==> src/rtl/div_sequencer.sv <==
// div_sequencer: multi-cycle radix-2 restoring divider for DIV/DIVU/REM/REMU.
// One operation in flight; the request is accepted in IDLE and the response
// is held in DONE until the consumer takes it.
// Optional build macro DIV_EARLY_OUT_EN: divide-by-zero and signed overflow
// skip the iteration loop and complete two edges after acceptance.
//
// Handshake: a transfer happens on a rising edge where valid && ready are
// both 1. The producer keeps its payload stable while valid && !ready. On
// the response side, resp_result/resp_rd are stable for as long as
// resp_valid is 1.
module div_sequencer #(
    parameter int XLEN = 32
) (
    input  logic            clk,
    input  logic            rst,
    input  logic            req_valid,
    output logic            req_ready,
    input  logic [1:0]      req_op,
    input  logic [XLEN-1:0] req_a,
    input  logic [XLEN-1:0] req_b,
    input  logic [4:0]      req_rd,
    input  logic            flush,
    output logic            resp_valid,
    input  logic            resp_ready,
    output logic [XLEN-1:0] resp_result,
    output logic [4:0]      resp_rd,
    output logic            busy,
    output logic [2:0]      dbg_state
);

    localparam int CW = $clog2(XLEN) + 1;

    typedef enum logic [2:0] {
        IDLE = 3'd0,
        PREP = 3'd1,
        CALC = 3'd2,
        FIX  = 3'd3,
        DONE = 3'd4
    } state_t;

    state_t          state_q, state_d;
    logic [1:0]      op_q, op_d;
    logic [4:0]      rd_q, rd_d;
    logic [XLEN-1:0] quo_q, quo_d;      // dividend on entry, quotient at the end
    logic [XLEN-1:0] div_q, div_d;      // divisor (magnitude after PREP)
    logic [XLEN-1:0] rem_q, rem_d;      // partial remainder
    logic [CW-1:0]   cnt_q, cnt_d;
    logic            q_neg_q, q_neg_d;
    logic            r_neg_q, r_neg_d;
    logic [XLEN-1:0] res_q, res_d;
    logic [4:0]      resp_rd_q, resp_rd_d;

    // Combinational helpers for the datapath
    logic            signed_op;
    logic            a_neg;
    logic            b_neg;
    logic [XLEN-1:0] a_abs;
    logic [XLEN-1:0] b_abs;
    logic            b_zero;
    logic [XLEN:0]   shifted;
    logic [XLEN:0]   diff;
    logic [XLEN-1:0] q_fix;
    logic [XLEN-1:0] r_fix;

    assign req_ready   = (state_q == IDLE) && !flush;
    assign busy        = (state_q != IDLE);
    assign resp_valid  = (state_q == DONE);
    assign resp_result = res_q;
    assign resp_rd     = resp_rd_q;
    assign dbg_state   = state_q;

    // Operand conditioning, trial subtraction and final sign correction
    always_comb begin
        signed_op = ~op_q[0];
        a_neg     = signed_op & quo_q[XLEN-1];
        b_neg     = signed_op & div_q[XLEN-1];
        a_abs     = a_neg ? (~quo_q + 1'b1) : quo_q;
        b_abs     = b_neg ? (~div_q + 1'b1) : div_q;
        b_zero    = (div_q == '0);
        shifted   = {rem_q, quo_q[XLEN-1]};
        diff      = shifted - {1'b0, div_q};
        q_fix     = q_neg_q ? (~quo_q + 1'b1) : quo_q;
        r_fix     = r_neg_q ? (~rem_q + 1'b1) : rem_q;
    end

    // Next-state and datapath update
    always_comb begin
        state_d   = state_q;
        op_d      = op_q;
        rd_d      = rd_q;
        quo_d     = quo_q;
        div_d     = div_q;
        rem_d     = rem_q;
        cnt_d     = cnt_q;
        q_neg_d   = q_neg_q;
        r_neg_d   = r_neg_q;
        res_d     = res_q;
        resp_rd_d = resp_rd_q;

        case (state_q)
            IDLE: begin
                if (req_valid && req_ready) begin
                    op_d    = req_op;
                    rd_d    = req_rd;
                    quo_d   = req_a;
                    div_d   = req_b;
                    state_d = PREP;
                end
            end
            PREP: begin
                quo_d   = a_abs;
                div_d   = b_abs;
                rem_d   = '0;
                cnt_d   = '0;
                // A zero divisor yields all-ones regardless of operand signs,
                // so its quotient must never be negated.
                q_neg_d = (a_neg ^ b_neg) & ~b_zero;
                r_neg_d = a_neg;
                state_d = CALC;
`ifdef DIV_EARLY_OUT_EN
                // Preload the architectural result and reuse FIX for the
                // sign/select step, giving a two-edge turnaround.
                if (b_zero) begin
                    quo_d   = '1;
                    rem_d   = a_abs;
                    state_d = FIX;
                end else if (signed_op && (quo_q == {1'b1, {(XLEN-1){1'b0}}}) &&
                             (div_q == '1)) begin
                    quo_d   = quo_q;
                    rem_d   = '0;
                    q_neg_d = 1'b0;
                    state_d = FIX;
                end
`endif
            end
            CALC: begin
                if (!diff[XLEN]) begin
                    rem_d = diff[XLEN-1:0];
                    quo_d = {quo_q[XLEN-2:0], 1'b1};
                end else begin
                    rem_d = shifted[XLEN-1:0];
                    quo_d = {quo_q[XLEN-2:0], 1'b0};
                end
                cnt_d = cnt_q + 1'b1;
                if (cnt_q == CW'(XLEN - 1)) begin
                    state_d = FIX;
                end
            end
            FIX: begin
                res_d     = op_q[1] ? r_fix : q_fix;
                resp_rd_d = rd_q;
                state_d   = DONE;
            end
            DONE: begin
                if (resp_ready) begin
                    state_d = IDLE;
                end
            end
            default: state_d = IDLE;
        endcase

        // Flush discards whatever is in flight, including a pending response.
        if (flush) begin
            state_d = IDLE;
        end
    end

    // State and datapath registers
    always_ff @(posedge clk or posedge rst) begin
        if (rst) begin
            state_q   <= IDLE;
            op_q      <= '0;
            rd_q      <= '0;
            quo_q     <= '0;
            div_q     <= '0;
            rem_q     <= '0;
            cnt_q     <= '0;
            q_neg_q   <= 1'b0;
            r_neg_q   <= 1'b0;
            res_q     <= '0;
            resp_rd_q <= '0;
        end else begin
            state_q   <= state_d;
            op_q      <= op_d;
            rd_q      <= rd_d;
            quo_q     <= quo_d;
            div_q     <= div_d;
            rem_q     <= rem_d;
            cnt_q     <= cnt_d;
            q_neg_q   <= q_neg_d;
            r_neg_q   <= r_neg_d;
            res_q     <= res_d;
            resp_rd_q <= resp_rd_d;
        end
    end

endmodule

==> config.mk <==
export PLATFORM = sky130hd
export DESIGN_NAME = div_sequencer
export DESIGN_NICKNAME = d
export VERILOG_FILES = /design/src/rtl/div_sequencer.sv
export SDC_FILE = /design/constraint.sdc
export NUM_CORES = 1
export LEC_CHECK = 0
export ABC_AREA = 0
export CAP_MARGIN = 5
export CORE_ASPECT_RATIO = 0.9
export CORE_UTILIZATION = 25
export CTS_BUF_LIST = sky130_fd_sc_hd__clkbuf_4 sky130_fd_sc_hd__clkbuf_8
export DETAILED_ROUTE_END_ITERATION = 8
export SKIP_CTS_REPAIR_TIMING = 1
export SYNTH_ARGS = -nofsm -noshare
export SYNTH_HDL_FRONTEND = slang
export SYNTH_SLANG_ARGS = --single-unit
export TNS_END_PERCENT = 5
==> constraint.sdc <==
create_clock -name clk -period 4.9 [get_ports clk]
set_clock_uncertainty 0.05 [all_clocks]
set_input_delay 0.735 -clock clk [delete_from_list [all_inputs] [get_ports clk]]
set_output_delay 0.735 -clock clk [all_outputs]
set_load 0.005 [all_outputs]
==> summary.txt <==
Result of the run: finished clean
Clock buffer count from CTS: 17
Warnings from Yosys: 0
P&R area growth vs syn: 18.6%
Global placement routability congestion: 0.926
Die X-Extent: 225 um
Average routed wire per standard cell: 18.7 um
Critical path capture point type: flip-flop
Post-route DRC violation count: 0
Synthesized area per cell: 7.94 um^2
Reported max-cap violation count: 0
Final instance area: 13300 um^2
Cell taking the most area after synthesis: sky130_fd_sc_hd__dfrtp_1
Sink Count: 151
Floorplan Core Area: 44200 um^2
CP Data Required Time: 5.21 ns
Switching power: 2.43 mW
Number of I/O pins: 119
Routed via count: 11200
Number of global-route vias before repair: 10300
Switching part of the total: 43.5%
Post-Route Setup TNS: 0 ns
Family with the most delay on the worst path: simple AND/OR/NAND/NOR gates
Slew headroom: 26.4%
CP Max Fanout: 8
Worst-margin pin slew: 1.10 ns
Hold Crit Depth: 2
Part of the power in combinational logic: 44.9%
Maximum level of the CTS H-tree: 4
First-pass iteration count of the detailed router: 6
Total wire length: 38900 um
Dpl hpwl: 28700 um
Unique masters post-synth: 71
Post-Place Worst Slack: 1.28 ns
Bufs and invs on worst path: 0
Cells traversed along the worst timing path: or4_1, nor4_1, nand4_1, or2_2, o31ai_1, xnor2_1, mux2i_1, o21ai_0
Clk Latency, worst-skew pair: 0.50 ns
Number of enable flip-flop cells after synthesis: 0
Number of DRC violations after detailed-routing iteration 0: 1106
Critical-path cell with the highest stage delay: sky130_fd_sc_hd__nor4_1
Post-Route Hold Slack: 0.426 ns
Final non-filler cell total: 2082
Sequential power share: 37.9%
Final count of negative-setup-slack endpoints: 0
Antenna violations before repair: 0
Die Outline Area: 45700 um^2
Number of storage elements in the synthesis netlist: 151
Die outline height: 203 um
Final-report max-slew violation count: 0
Most used DFF post-synth: sky130_fd_sc_hd__dfrtp_1
Type of element launching the critical path: flip-flop
Slack of the critical path: 1.24 ns
# rows: 73
Placement-stage cell area: 12900 um^2
Count of fill cells added during filler insertion: 4776
Fraction of layout cells with a size suffix above 1: 5.40%
Most frequent cells after synthesis: 236 x sky130_fd_sc_hd__nand2_1, 162 x sky130_fd_sc_hd__o21ai_0, 151 x sky130_fd_sc_hd__dfrtp_1
Routing usage on met2: 25.9%
Wire length of the first global-routing pass: 60600 um
Highest attainable clock frequency: 273 MHz
Mapped Cells: 1413
Clock-pin transition on the worst setup and hold timing paths: 0.09 ns
Power Internal: 3.15 mW
Post-synthesis net count: 1526
Final clock period utilization by the worst path: 74.8%
Number of nets with antenna violations after detailed routing: 0
Busiest layer in global routing: met2
Critical Setup Path Class: reg -> reg
Final net count: 1582
Post-layout min period: 3.66 ns
Initial Utilization: 25.4%
GRT overflow: 0
Clock share of power: 17.2%
Dominant cell by count in the synthesized netlist: sky130_fd_sc_hd__nand2_1
Startpoint of the lowest-slack hold path: rd_q[3]
Maximum number of buffers from clock root to sink: 2
Count of placed standard cells including taps: 2050
Class of the tightest hold or removal check: reg -> reg
Library cell used as clock root buffer: sky130_fd_sc_hd__clkbuf_8
Worst reg2reg endpoint: resp_result[31]
FF-to-FF setup slack: 1.24 ns
TritonCTS clock tree: yes
Combined area of all synthesized cells: 11200 um^2
Met1 capacity usage during global routing: 24.7%
Maximum number of pins on one net before global-route repair: 81
R2r worst-path depth: 8
Overall Global Routing Usage: 17.0%
Count of input and output buffers: 118
Power density relative to cell area: 420 nW/um^2
Critical path's largest stage delay: 0.71 ns
Worst Hold End: rd_q[3]
Unrepaired setup endpoints after global routing: false
Fraction of synthesis flops using an asynchronous set or reset pin: 100%
Fraction of the yosys area taken by sequential cells: 33.7%
Final Hold Viols: 0
Per-cell via count in the routed design: 5.36
Worst reg2reg startpoint: rem_q[10]
Largest vdd supply drop: 192 uV
Leading cell types by total area after synthesis: sky130_fd_sc_hd__dfrtp_1 34%, sky130_fd_sc_hd__nand2_1 7.9%, sky130_fd_sc_hd__o21ai_0 7.2%
Share of the synthesized area in the top cell type: 33.7%
Leakage power total: 5.38 nW
Arrival @ worst endpoint: 3.97 ns
Diodes inserted: 0
Final design utilization: 30.1%
Total chip power: 5.58 mW
Met3 global-route usage: 3.10%
## power by group through the flow
| stage | clock, mW | combinational (mW) | sequential (mW) |
|---|---|---|---|
| floorplan | 0 | 1.72 | 1.92 |
| global placement | 0 | 2.47 | 2.11 |
| detailed placement | 0 | 2.50 | 2.13 |
| CTS | 0.978 | 2.51 | 2.11 |
| global route | 1.03 | 2.79 | 2.19 |
| finish | 0.959 | 2.51 | 2.12 |
## sequential cells by signal, summed over array words and instances (netlist names)
signal	flops
dbg_state	3
rem_q	32
r_neg_q	1
cnt_q	6
op_q	2
resp_result	32
resp_rd	5
quo_q	32
rd_q	5
div_q	32
q_neg_q	1
## worst max-delay path by stage
stage                   start               to  slack [ns]  depth (start not counted)
floorplan                 rst         cnt_q[0]        0.05                          1
global placement     quo_q[0]  resp_result[28]        1.38                         10
detailed placement  rem_q[10]  resp_result[31]        1.28                          8
CTS                 rem_q[10]  resp_result[31]        1.28                          8
global route        rem_q[10]  resp_result[31]        0.88                          8
finish              rem_q[10]  resp_result[31]        1.24                          8
## tightest hold or removal path, stage by stage (launching register included)
cell,delay [ns]
sky130_fd_sc_hd__dfrtp_1,0.35
sky130_fd_sc_hd__nand2_1,0.05
sky130_fd_sc_hd__nand2_1,0.05
## cells in the final DEF (no fill, tap or decap), drive strengths merged, types with 22 or more instances in the layout
| master | instances |
|---|---|
| nand3 | 31 |
| nand2 | 237 |
| xor2 | 38 |
| xnor2 | 49 |
| inv | 55 |
| a221oi | 28 |
| dfrtp | 151 |
| nor2 | 68 |
| o211ai | 42 |
| nor3 | 48 |
| a21oi | 65 |
| or3 | 22 |
| clkbuf | 23 |
| or4 | 27 |
| ha | 36 |
| clkdlybuf4s50 | 118 |
| o21ai | 165 |
## layout make-up
| class | count | area (um^2) | area share, % |
|---|---|---|---|
| clock buffer | 23 | 304 | 2.29 |
| tap | 600 | 751 | 5.64 |
| sequential | 151 | 3780 | 28.4 |
| clock inverter | 9 | 66.3 | 0.498 |
| inverter | 52 | 200 | 1.50 |
| timing repair buffer | 136 | 1320 | 9.89 |
| multi-input combinational | 1111 | 6890 | 51.8 |
## layer usage
metal / vias up / routed length (um)
met4: 0 / 566
met2: 343 / 17500
met3: 37 / 2180
met5: - / 0
li1: 5253 / -
met1: 5522 / 18700
## kinds of logic (layout without fill, tap and decap cells)
kind of cell,after synthesis,in the layout,synth area share (%)
buffers and inverters,151,220,5.19
and+or+nand+nor,539,539,23.7
adders and majority gates,37,37,4.19
AOI/OAI and AO/OA,433,433,25.0
muxes,15,15,1.42
xor gates and xnor gates,87,87,6.79
DFF,151,151,33.7
(Power assumes the default switching activity.)
